### src/rtl/tbuf_arb_pkg.sv
// tbuf_arb_pkg: shared state type, widths and parameter range check for the TBUF bus arbiter
// Contents: state_t (IDLE/GRANT/TURN), REQ_W (max requesters), TURN_W, BURST_W, params_ok()
package tbuf_arb_pkg;
  typedef enum logic [1:0] {IDLE, GRANT, TURN} state_t;
  localparam int REQ_W = 8;
  localparam int TURN_W = 4;
  localparam int BURST_W = 8;
  function automatic logic params_ok(input int n_req, input int turn_cyc, input int max_burst, input int park_idx);
    return n_req >= 2 && n_req <= REQ_W &&
           turn_cyc >= 1 && turn_cyc < (1 << TURN_W) &&
           max_burst >= 1 && max_burst < (1 << BURST_W) &&
           park_idx >= 0 && park_idx < n_req;
  endfunction
endpackage

### src/rtl/rr_pick.sv
// rr_pick: combinational round-robin picker, first set req at or after rr_ptr (wrapping)
// Ports: req (requests), rr_ptr (start index) -> any_req, win_idx, win_onehot (zero when no req)
module rr_pick #(
  parameter int N = 4,
  parameter int IW = $clog2(N)
) (
  input  logic [N-1:0]  req,
  input  logic [IW-1:0] rr_ptr,
  output logic          any_req,
  output logic [IW-1:0] win_idx,
  output logic [N-1:0]  win_onehot
);
  logic          w_found;
  logic [IW-1:0] w_idx;
  always_comb begin
    w_found = 1'b0;
    w_idx = rr_ptr;
    win_idx = rr_ptr;
    for (int i = 0; i < N; i++) begin
      w_idx = IW'((int'(rr_ptr) + i) % N);
      if (!w_found && req[w_idx]) begin
        w_found = 1'b1;
        win_idx = w_idx;
      end
    end
  end
  assign any_req = |req;
  assign win_onehot = any_req ? N'(1) << win_idx : '0;
endmodule

### src/rtl/tbuf_bus_arbiter.sv
// tbuf_bus_arbiter: round-robin arbiter driving TBUF bank enables with guaranteed dead cycles between owners
// Ports: clk, rst_n (async active-low), req[N_REQ] -> gnt[N_REQ] (one-hot), oe[N_REQ] (TBUF EN),
//        owner_idx (current/last owner), bus_busy (|gnt)
// Option: define TBUF_ARB_PARK_EN to park oe[PARK_IDX] on the bus while idle
module tbuf_bus_arbiter
  import tbuf_arb_pkg::*;
#(
  parameter int N_REQ = 4,
  parameter int TURN_CYC = 1,
  parameter int MAX_BURST = 8,
  parameter int PARK_IDX = 0
) (
  input  logic                     clk,
  input  logic                     rst_n,
  input  logic [N_REQ-1:0]         req,
  output logic [N_REQ-1:0]         gnt,
  output logic [N_REQ-1:0]         oe,
  output logic [$clog2(N_REQ)-1:0] owner_idx,
  output logic                     bus_busy
);
  localparam int IW = $clog2(N_REQ);
  if (!params_ok(N_REQ, TURN_CYC, MAX_BURST, PARK_IDX)) begin : g_param_err
    $error("tbuf_bus_arbiter: parameter out of range");
  end
  state_t             r_state, w_state_nxt;
  logic [N_REQ-1:0]   r_gnt, w_gnt_nxt, r_oe, w_oe_nxt, w_win_oh;
  logic [IW-1:0]      r_owner, w_owner_nxt, r_ptr, w_ptr_nxt, w_win_idx;
  logic [BURST_W-1:0] r_burst, w_burst_nxt;
  logic [TURN_W-1:0]  r_turn, w_turn_nxt;
  logic               w_any, w_release;
  rr_pick #(.N(N_REQ), .IW(IW)) u_pick (
    .req       (req),
    .rr_ptr    (r_ptr),
    .any_req   (w_any),
    .win_idx   (w_win_idx),
    .win_onehot(w_win_oh)
  );
  assign w_release = !req[r_owner] || r_burst == BURST_W'(MAX_BURST);
  // Anything not covered by the GRANT hold/release or a non-final TURN cycle is an arbitration edge.
  always_comb begin
    w_state_nxt = r_state;
    w_gnt_nxt = r_gnt;
    w_oe_nxt = r_oe;
    w_owner_nxt = r_owner;
    w_ptr_nxt = r_ptr;
    w_burst_nxt = r_burst;
    w_turn_nxt = r_turn;
    if (r_state == GRANT) begin
      if (w_release) begin
        w_gnt_nxt = '0;
        w_oe_nxt = '0;
        w_ptr_nxt = r_owner == IW'(N_REQ - 1) ? '0 : r_owner + 1'b1;
        w_turn_nxt = TURN_W'(TURN_CYC);
        w_state_nxt = TURN;
      end else begin
        w_burst_nxt = r_burst + 1'b1;
      end
    end else if (r_state == TURN && r_turn != TURN_W'(1)) begin
      w_turn_nxt = r_turn - 1'b1;
    end else if (!w_any) begin
      w_state_nxt = IDLE;
`ifdef TBUF_ARB_PARK_EN
      w_oe_nxt = N_REQ'(1) << PARK_IDX;
`endif
    end
`ifdef TBUF_ARB_PARK_EN
    // A non-park winner must not overlap the parked driver: drop park oe and run a full turnaround first.
    else if (r_state == IDLE && r_oe[PARK_IDX] && w_win_idx != IW'(PARK_IDX)) begin
      w_oe_nxt = '0;
      w_turn_nxt = TURN_W'(TURN_CYC);
      w_state_nxt = TURN;
    end
`endif
    else begin
      w_gnt_nxt = w_win_oh;
      w_oe_nxt = w_win_oh;
      w_owner_nxt = w_win_idx;
      w_burst_nxt = BURST_W'(1);
      w_state_nxt = GRANT;
    end
  end
  always_ff @(posedge clk or negedge rst_n) begin
    if (!rst_n) begin
      r_state <= IDLE;
      r_gnt <= '0;
      r_oe <= '0;
      r_owner <= '0;
      r_ptr <= '0;
      r_burst <= '0;
      r_turn <= '0;
    end else begin
      r_state <= w_state_nxt;
      r_gnt <= w_gnt_nxt;
      r_oe <= w_oe_nxt;
      r_owner <= w_owner_nxt;
      r_ptr <= w_ptr_nxt;
      r_burst <= w_burst_nxt;
      r_turn <= w_turn_nxt;
    end
  end
  assign gnt = r_gnt;
  assign oe = r_oe;
  assign owner_idx = r_owner;
  assign bus_busy = |r_gnt;
endmodule

### config.mk
export PLATFORM = sky130hd
export DESIGN_NAME = tbuf_bus_arbiter
export DESIGN_NICKNAME = d
export VERILOG_FILES = /design/src/rtl/tbuf_arb_pkg.sv /design/src/rtl/rr_pick.sv /design/src/rtl/tbuf_bus_arbiter.sv
export SDC_FILE = /design/constraint.sdc
export NUM_CORES = 1
export LEC_CHECK = 0
export CAP_MARGIN = 0
export CORE_UTILIZATION = 45
export CTS_CLUSTER_DIAMETER = 200
export DETAILED_ROUTE_END_ITERATION = 10
export DONT_BUFFER_PORTS = 1
export PLACE_DENSITY = 0.63
export SYNTH_ARGS = -nofsm -noshare
export SYNTH_HDL_FRONTEND = slang
export SYNTH_SLANG_ARGS = --single-unit
### constraint.sdc
create_clock -name clk -period 2.1 [get_ports clk]
set_input_delay 0.42 -clock clk [delete_from_list [all_inputs] [get_ports clk]]
set_output_delay 0.42 -clock clk [all_outputs]
set_load 0.03 [all_outputs]
# [Word level (Yosys, flattened, before mapping)]
# Index checks and enable logic that the tools add are counted.
[totals] regBits=22 input_bits=6 output_inout_bits=11 word_cells=79
[classes] add_sub_neg=6 magnitude_cmp=5 n_eq_ne=8 shifts=1 mux=32 bitwise_logic=2 n_reduce_logical=19
[op_table] operator="$mux 8" count=4
[op_table] operator="$mux 4" count=7
[op_table] operator="$lt 2x3->1 const B" count=5
[op_table] operator="$mux 2" count=7
[op_table] operator="$bmux 1 s2" count=5
[op_table] operator="$mux 1" count=9
[op_table] operator="$reduce_and 3->1" count=3
[op_table] operator="$add 8x1->8 const B" count=1
[op_table] operator="$eq 8x4->1 const B" count=1
[op_table] operator="$reduce_or 4->1" count=2
[op_table] operator="$ne 2x2->1 const B" count=3
[op_table] operator="$reduce_and 2->1" count=3
[op_table] operator="$add 2x1->2 const B" count=2
[op_table] operator="$add 2x2->2 const B" count=2
[op_table] operator="$eq 2x2->1 const B" count=2
[op_table] operator="$logic_and 1x1->1" count=4
[op_table] operator="$logic_not 1->1" count=4
[op_table] operator="$ne 4x1->1 const B" count=1
[op_table] operator="$reduce_bool 2->1" count=2
[op_table] operator="$shl 1x2->4 const A" count=1
[op_table] operator="$sub 4x1->4 const B" count=1
[op_table] operator="$eq 2x1->1 const B" count=1
[op_table] operator="$not 1->1" count=2
[op_table] operator="$logic_or 1x1->1" count=1

# [Logic depth before layout (Yosys ltp)]
# Gate-level depths: netlist of run 1.
[logic_depth] depth_word=16 ltp_mapped=8 ltp_nobuf=6

# [Cells and area by module]
# A second synthesis of run 1 with hierarchy kept.
[hier_totals] hier_cells=145 hier_area_um2=1445.1
[by_module_without_submodules] module="tbuf_bus_arbiter" n_inst=1 cells_each=108 area_each_um2=1196.1 seq_area_each_um2=550.5
[by_module_without_submodules] module="rr_pick" n_inst=1 cells_each=37 area_each_um2=249.0 seq_area_each_um2=0.0

# [Worst setup path after synthesis of run 1]
# OpenSTA, ideal clock, no wires.
[synth_timing] kind="reg-to-reg" startpoint="register r_burst[0]" endpoint="register r_burst[0]" setup_ns=0.125 t_arrival_ns=1.729 required_time_ns=1.975 setup_slack_ns=0.246 stages_incl_launch_ff=6 n_path_buf=0 period_less_slack_ns=1.854 path_cell_list="dfrtp_1 inv_1 ha_1 or4b_1 o211ai_1 mux2_2"
[synth_between] elab_chain_cells=4 elab_cells_between_ends=7 cone_classes="1 x add/sub; 2 x eq/ne; 2 x mux; 2 x reduce/logical"
[synth_lines] item="start: declaration" line="tbuf_bus_arbiter.sv:28" source="logic [BURST_W-1:0] r_burst, w_burst_nxt;"
[synth_lines] item="start signal: assignment" line="tbuf_bus_arbiter.sv:97" source="r_burst <= w_burst_nxt;"
[synth_lines] item="branches (longest 4 deep; another with $add 8x1->8)"
# Parallel ways; which one is timed is not known. The select of a mux whose other input is x is not followed.
# A chain may end at the register's enable or synchronous reset.

# [Final worst setup path of run 1]
[layout_timing] startpoint="register r_turn[1]" endpoint="register r_oe[0], in the netlist oe[0]"
[layout_between] elab_chain_cells=4
[layout_lines] item="start: declaration" line="tbuf_bus_arbiter.sv:29" source="logic [TURN_W-1:0] r_turn, w_turn_nxt;"
[layout_lines] item="start signal: assignment" line="tbuf_bus_arbiter.sv:98" source="r_turn <= w_turn_nxt;"
[layout_lines] item="$ne 4x1->1" line="tbuf_bus_arbiter.sv:58" source="end else if (r_state == TURN && r_turn != TURN_W'(1)) begin"
[layout_lines] item="$logic_and 1x1->1" line="tbuf_bus_arbiter.sv:58"
[layout_lines] item="$ne 2x2->1 (no line)"
[layout_lines] item="$reduce_and 3->1 (no line)"
[layout_lines] item="end signal: assignment" line="tbuf_bus_arbiter.sv:94" source="r_oe <= w_oe_nxt;"
[layout_lines] item="end: declaration" line="tbuf_bus_arbiter.sv:26" source="logic [N_REQ-1:0] r_gnt, w_gnt_nxt, r_oe, w_oe_nxt, w_win_oh;"
# No other way between the ends.

==> impl_metrics.csv, run 1 <==
group,metric,value,unit
sta,setup_ws,171,ps
floorplan,die_h,54.6,um
sta,worstMarginPinSlew,984,ps
sta,slew_viol_final,0,
layout,final_layout_size_suffix_gt1_share,16.5,%
clock_network,cts_tree,"done",
yosys,synth_top_family_by_area,"compound AO/OA/AOI/OAI gates",
power_and_ir_drop,p_int,1.00,mW
floorplan,core_area,2540,sq um
global_route,grt_use_total,18.3,%
yosys,synth_area_leader_cell,"dfrtp_1",
setup_path,crit_fanout,21,
route,wire_per_inst,14.5,um
route,initialDrtViolationCount,17,
sta,fin_crit,1930,ps
yosys,synth_fa_ha_area_share,5.03,%
floorplan,die-area,2980,sq um
power_and_ir_drop,comb_power_share,52.1,%
placement,hpwl,1740,um
route,postRouteWirelength,2370,um
setup_path,crit_arrival,2140,ps
sta,tns,0,ps
power_and_ir_drop,switching_share,44.6,%
clock_network,cts-buffers-inserted,3,
yosys,synth_cells,126,
setup_path,cp_data_required_time,2310,ps
placement,numPortBuffers,0,
clock_network,clk_pin_slew,130,ps
route,via_count,974,
setup_path,end_kind,"flip-flop",
clock_network,h-tree-depth,1,
yosys,synthArstFlopShare,100,%
yosys,ys_ff_latch,22,
yosys,synth_flop_cell,"dfrtp_1",
power_and_ir_drop,leakagePower,0.614,nW
route,viasPerCell,5.98,
sta,hold_viol_final,0,
route,antenna_left,0,
placement,routabilityCongestion,0.825,
global_route,antenna_found_initial,0,
floorplan,die_x,54.6,um
sta,maxSlewHeadroom,34.2,%
global_route,grt_overflow,0,
layout,diodes,0,
power_and_ir_drop,peakVddDrop,0.000968,V
floorplan,rows,18,
yosys,synth_top_area_share,44.3,%
yosys,yosysSeqAreaShare,44.3,%
route,dr.pass1.iters,4,
power_and_ir_drop,power_density,1340,nW/um^2
global_route,grt_pass1_vias,869,
yosys,synth_area,1240,sq um
sta,fin_crit_sh,91.9,%
clock_network,clk_latency,310,ps
placement,pre_cts_ws,93.9,ps
layout,layout_commonest_cell,"dfrtp_1",
yosys,yosys_warnings,0,
yosys,synth_compound_area_share,19.0,%
yosys,synth_edf_count,0,
clock_network,cts.sinks,22,
sta,skew,5.75,ps
outcome,outcome,"finished, final reports clean",
floorplan,ios,17,
clock_network,cts.path.max_buffers,2,
setup_path,cp-start-kind,"flip-flop",
power_and_ir_drop,p_clk_share,13.1,%
power_and_ir_drop,power_switching,807,uW
run,drv_cap,0,
power_and_ir_drop,power_frac_seq,34.8,%
global_route,grt_pass1_wl,3780,um
setup_path,crit_type,"flip-flop to flip-flop",
yosys,synth_xor_area_share,2.11,%
layout,nets,145,
sta,setup_viol,0,
route,drc_errors,0,
global_route,grt_max_degree,23,
yosys,muxShareOfSynthArea,4.33,%
yosys,synth-simple-area-share,18.2,%
layout,area_growth,8.65,%
yosys,synth.area.top_cells,"dfrtp_1 44%, ha_1 5.0%, nand2_1 4.5%, buf_4 3.0%, o32ai_1 2.8%",
layout,final_cell_mix,"22 x dfrtp_1, 15 x nand2_1, 11 x buf_4, 7 x inv_1",
sta,rsz0062_at_grt,"no",
worst_hold_path,hp-class,"input pin to flip-flop",
sta,max_freq,518,MHz
power_and_ir_drop,p_total,1.81,mW
yosys,synth_fp_nets,137,
floorplan,initial_core_util,48.9,%
yosys,synth.distinct_cells,44,
clock_network,clock-root-buffer,"clkbuf_4",
layout,fill_cells,232,
yosys,postSynthAreaPerCell,9.87,sq um
clock_network,postCtsSetupBuffers,0,
-- stage by stage --
step / util, % / area [sq um] / hold WS [ps] / instances
after floorplan: - / 1240 / 124 / 126
after global placement: 51.2 / 1300 / 125 / 158
after detailed placement: 51.2 / 1300 / 125 / 158
after CTS: 53.0 / 1350 / 353 / 163
after global routing: 53.1 / 1350 / 345 / 163
final: 53.1 / 1350 / 368 / 163
-- synth_stat cells, drive strengths merged (2+ instances only) --
master	number
clkbuf	2
and2	2
ha	5
o22ai	2
xor2	2
o32ai	4
o21ai	7
inv	7
nor2b	4
nand2	15
nand3	6
mux2i	2
nor2	4
o22a	2
buf	7
o211ai	4
or3b	2
dfrtp	22
a21oi	4
o31ai	3
-- registers in the layout, summed over array words and instances (netlist names) --
signal and flops:
r_burst 8, oe 4, r_turn 4, owner_idx 2
r_ptr 2, r_state 2
-- routing by layer --
layer  global-route usage, %  vias up  part of all wire [%]  routed length (um)
met5                       0        -                     0                   0
met4                    8.55        0                  0.55                  13
met3                    3.61        2                   5.2                 124
met2                    29.7       27                    48                1140
met1                    23.2      475                    46                1080
li1                        -      470                     -                   -
-- cells by family after synthesis --
logic type	after synthesis
flip-flops	22
XOR/XNOR	3
buffers and inverters	16
multiplexers	4
AND/OR/NAND/NOR	43
adder cells (fa/ha/maj)	5
AO/OA/AOI/OAI	33
-- layout make-up --
class	instances	area, sq um	area share (%)
inverters	7	26.3	1.94
clock buffers	4	36.3	2.69
well taps	30	37.5	2.78
repair buffers	12	92.6	6.85
flip-flops and latches	22	551	40.7
multi-input cells	88	608	45.0
-- worst max-delay path: stages, from the launching register on --
cell	delay, ps
dfrtp_1	410
inv_1	90
ha_1	130
or3b_1	370
a211o_2	500
o32ai_1	340
-- worst paths after layout --
kind                            startpoint      endpoint  slack, ps  depth (start not counted)
max in group asynchronous            rst_n     r_turn[0]        800                          1
worst min register to register  r_burst[7]    r_burst[7]        500                          1
worst min-delay path                req[3]  owner_idx[1]        370                          2
worst max-delay path             r_turn[1]         oe[0]        170                          5
min in group asynchronous            rst_n    r_burst[3]        700                          1
worst max register to register   r_turn[1]         oe[0]        170                          5
-- power by group through the flow --
stage | registers [mW] | logic [mW] | clock network [mW]
6_report | 0.630 | 0.943 | 0.236
3_3_place_gp | 0.632 | 0.910 | 0
2_1_floorplan | 0.723 | 0.650 | 0
4_1_cts | 0.631 | 0.944 | 0.245
5_1_grt | 0.652 | 1.05 | 0.262
3_5_place_dp | 0.640 | 0.931 | 0
-- timing repair --
item	in CTS	in global routing
endpoints found under the setup margin	0	6
hold buffers	1	0
gates resized for setup	0	2
endpoints found under the hold margin	22	0
(Power assumes the default switching activity.)
==> inputs of run 2 (changes only) <==
==> constraint.sdc (replaced) <==
create_clock -name clk -period 2.1 [get_ports clk]
set_input_delay 0.525 -clock clk [delete_from_list [all_inputs] [get_ports clk]]
set_output_delay 0.525 -clock clk [all_outputs]
set_load 0.03 [all_outputs]
==> results of run 2 <==
The final DEF is identical to that of run 1. Status: finished, final reports clean.
Main changes from that run: hold slack 368 ps -> 473 ps
==> inputs of run 3 (changes only) <==
Settings changed: CTS_CLUSTER_SIZE from default to 30, SLEW_MARGIN from default to 0.
Clock period 2.1 ns to 1.9 ns, I/O delays scaled along.
==> run 3 against run 2 <==
  * Clock-buffer cell count shrank 1
  * Total power increased by 16%
  * Utilization rose by 2.3 points
  * Sequential share of layout area decreased by 1.7 points
  * Largest power group unchanged
  * Combinational power grew 29%
  * Hold slack worse by 34 ps
  * Routed wire length increased by 4.8%
  * Final cell count is 3.1% higher
  * Flip-flop and latch count stayed put
  * Register-to-register slack got worse by 120 ps
  * Sequential power grew 8.6%
==> impl_metrics.csv, run 3 (synthesis gave the netlist of run 1 again) <==
group,metric,value,unit
clock_network,cts_tree,"done",
setup_path,crit_arrival,2060,ps
global_route,grt_max_degree,23,
setup_path,cp-start-kind,"flip-flop",
floorplan,ios,17,
clock_network,cts-buffers-inserted,3,
sta,setup_viol,0,
floorplan,die-area,2980,sq um
clock_network,clk_pin_slew,120,ps
layout,regMostFlops,"r_burst",
route,initialDrtViolationCount,17,
placement,pre_cts_ws,-10.6,ps
placement,routabilityCongestion,0.749,
sta,setup_ws,47.1,ps
sta,rsz0062_at_grt,"no",
setup_path,critical-path-top-delay-family,"compound AO/OA/AOI/OAI gates",
route,via_count,984,
sta,worstMarginPinSlew,997,ps
route,wire_per_inst,14.8,um
sta,fin_crit_sh,97.5,%
clock_network,cts.path.max_buffers,2,
layout,largest_reg_flops,8,
setup_path,timing.rr.start,"r_turn[1]",
placement,placedCellCount,163,
setup_path,reg2reg_depth,6,
setup_path,cpPeakStageDelay,410,ps
global_route,grt_pass1_wl,3620,um
global_route,antenna_found_initial,0,
setup_path,timing.critical_path.from,"r_turn[1]",
layout,layout_commonest_cell,"dfrtp_1",
route,viasPerCell,5.86,
run,drv_cap,0,
layout,instances_no_fill,168,
floorplan,core_area,2540,sq um
worst_hold_path,hold_depth,2,
layout,final_core_util,55.4,%
clock_network,clk_latency,300,ps
floorplan,rows,18,
setup_path,path_buf_inv,2,
power_and_ir_drop,power_density,1490,nW/um^2
global_route,grt_pass1_vias,853,
sta,maxSlewHeadroom,33.3,%
placement,numPortBuffers,0,
sta,skew,9.91,ps
setup_path,r2r_slack,50,ps
setup_path,crit_path_end,"oe[2]",
route,drc_errors,0,
setup_path,r2r_end,"oe[2]",
route,postRouteWirelength,2480,um
power_and_ir_drop,leakagePower,0.640,nW
setup_path,end_kind,"flip-flop",
floorplan,die_x,54.6,um
setup_path,crit_type,"flip-flop to flip-flop",
power_and_ir_drop,peakVddDrop,0.000925,V
layout,diodes,0,
worst_hold_path,hp-class,"input pin to flip-flop",
floorplan,initial_core_util,48.9,%
layout,area_growth,13.4,%
setup_path,crit_fanout,21,
route,antenna_left,0,
layout,final_layout_size_suffix_gt1_share,21.7,%
clock_network,cts.sinks,22,
route,dr.pass1.iters,4,
global_route,grt_use_total,17.5,%
placement,hpwl,1810,um
setup_path,cp_data_required_time,2110,ps
floorplan,die_h,54.6,um
sta,fin_crit,1850,ps
sta,hold_viol_final,0,
setup_path,crit_path_top_delay_cell,"or3b_4",
clock_network,clock-root-buffer,"clkbuf_4",
sta,max_freq,540,MHz
sta,slew_viol_final,0,
clock_network,h-tree-depth,1,
setup_path,cp_cell_sequence,"inv_1, ha_1, or3b_4, a211o_1, buf_12, o32ai_1",
global_route,grt_overflow,0,
layout,final_cell_mix,"22 x dfrtp_1, 16 x buf_4, 15 x nand2_1",
outcome,outcome,"finished, final reports clean",
setup_path,worst-path-stages,6,
layout,nets,151,
-- run 3: area by class of cell --
cell class	count	area [sq um]
clock buffers	3	22.5
flip-flops and latches	22	551
fillers	227	1130
repair buffers	18	150
multi-input cells	88	623
inverters	7	26.3
well taps	30	37.5
-- run 3: where the power goes --
group          switching, mW  internal, mW  total, mW
combinational          0.694         0.523       1.22
sequential            0.0881         0.596      0.684
clock                  0.131        0.0739      0.205
-- run 3: worst min-delay path by stage --
stage / startpoint / endpoint / slack [ps]
after floorplan: rst_n / oe[0] / 180
after global routing: req[1] / oe[0] / 430
after CTS: req[3] / oe[0] / 410
after global placement: rst_n / r_burst[5] / 180
after detailed placement: rst_n / r_burst[5] / 180
final: req[3] / oe[0] / 440
-- run 3: metrics by stage --
step           TNS (ps)  instance area [sq um]  hold WS (ps)  total power [mW]
4_1_cts               0                   1390           415              2.08
3_3_place_gp          0                   1350           180              1.81
6_report              0                   1410           439              2.11
2_1_floorplan         0                   1240           179              1.52
3_5_place_dp      -19.1                   1350           180              1.84
5_1_grt               0                   1410           435              2.27
-- run 3: routing by layer --
layer / routed length [um] / part of all wire, % / track usage, %
met1: 1160 / 47 / 20.9
met2: 1180 / 48 / 30.3
met3: 124 / 5.0 / 6.11
met4: 15 / 0.61 / 3.42
met5: 0 / 0 / 0
-- run 3: what timing repair did --
action | CTS | global route
setup endpoints to repair | 4 | 10
hold buffers | 1 | 0
endpoints found under the hold margin | 22 | 0
setup buffers | 0 | 1
pin swaps | 1 | 2
resized for setup | 2 | 3
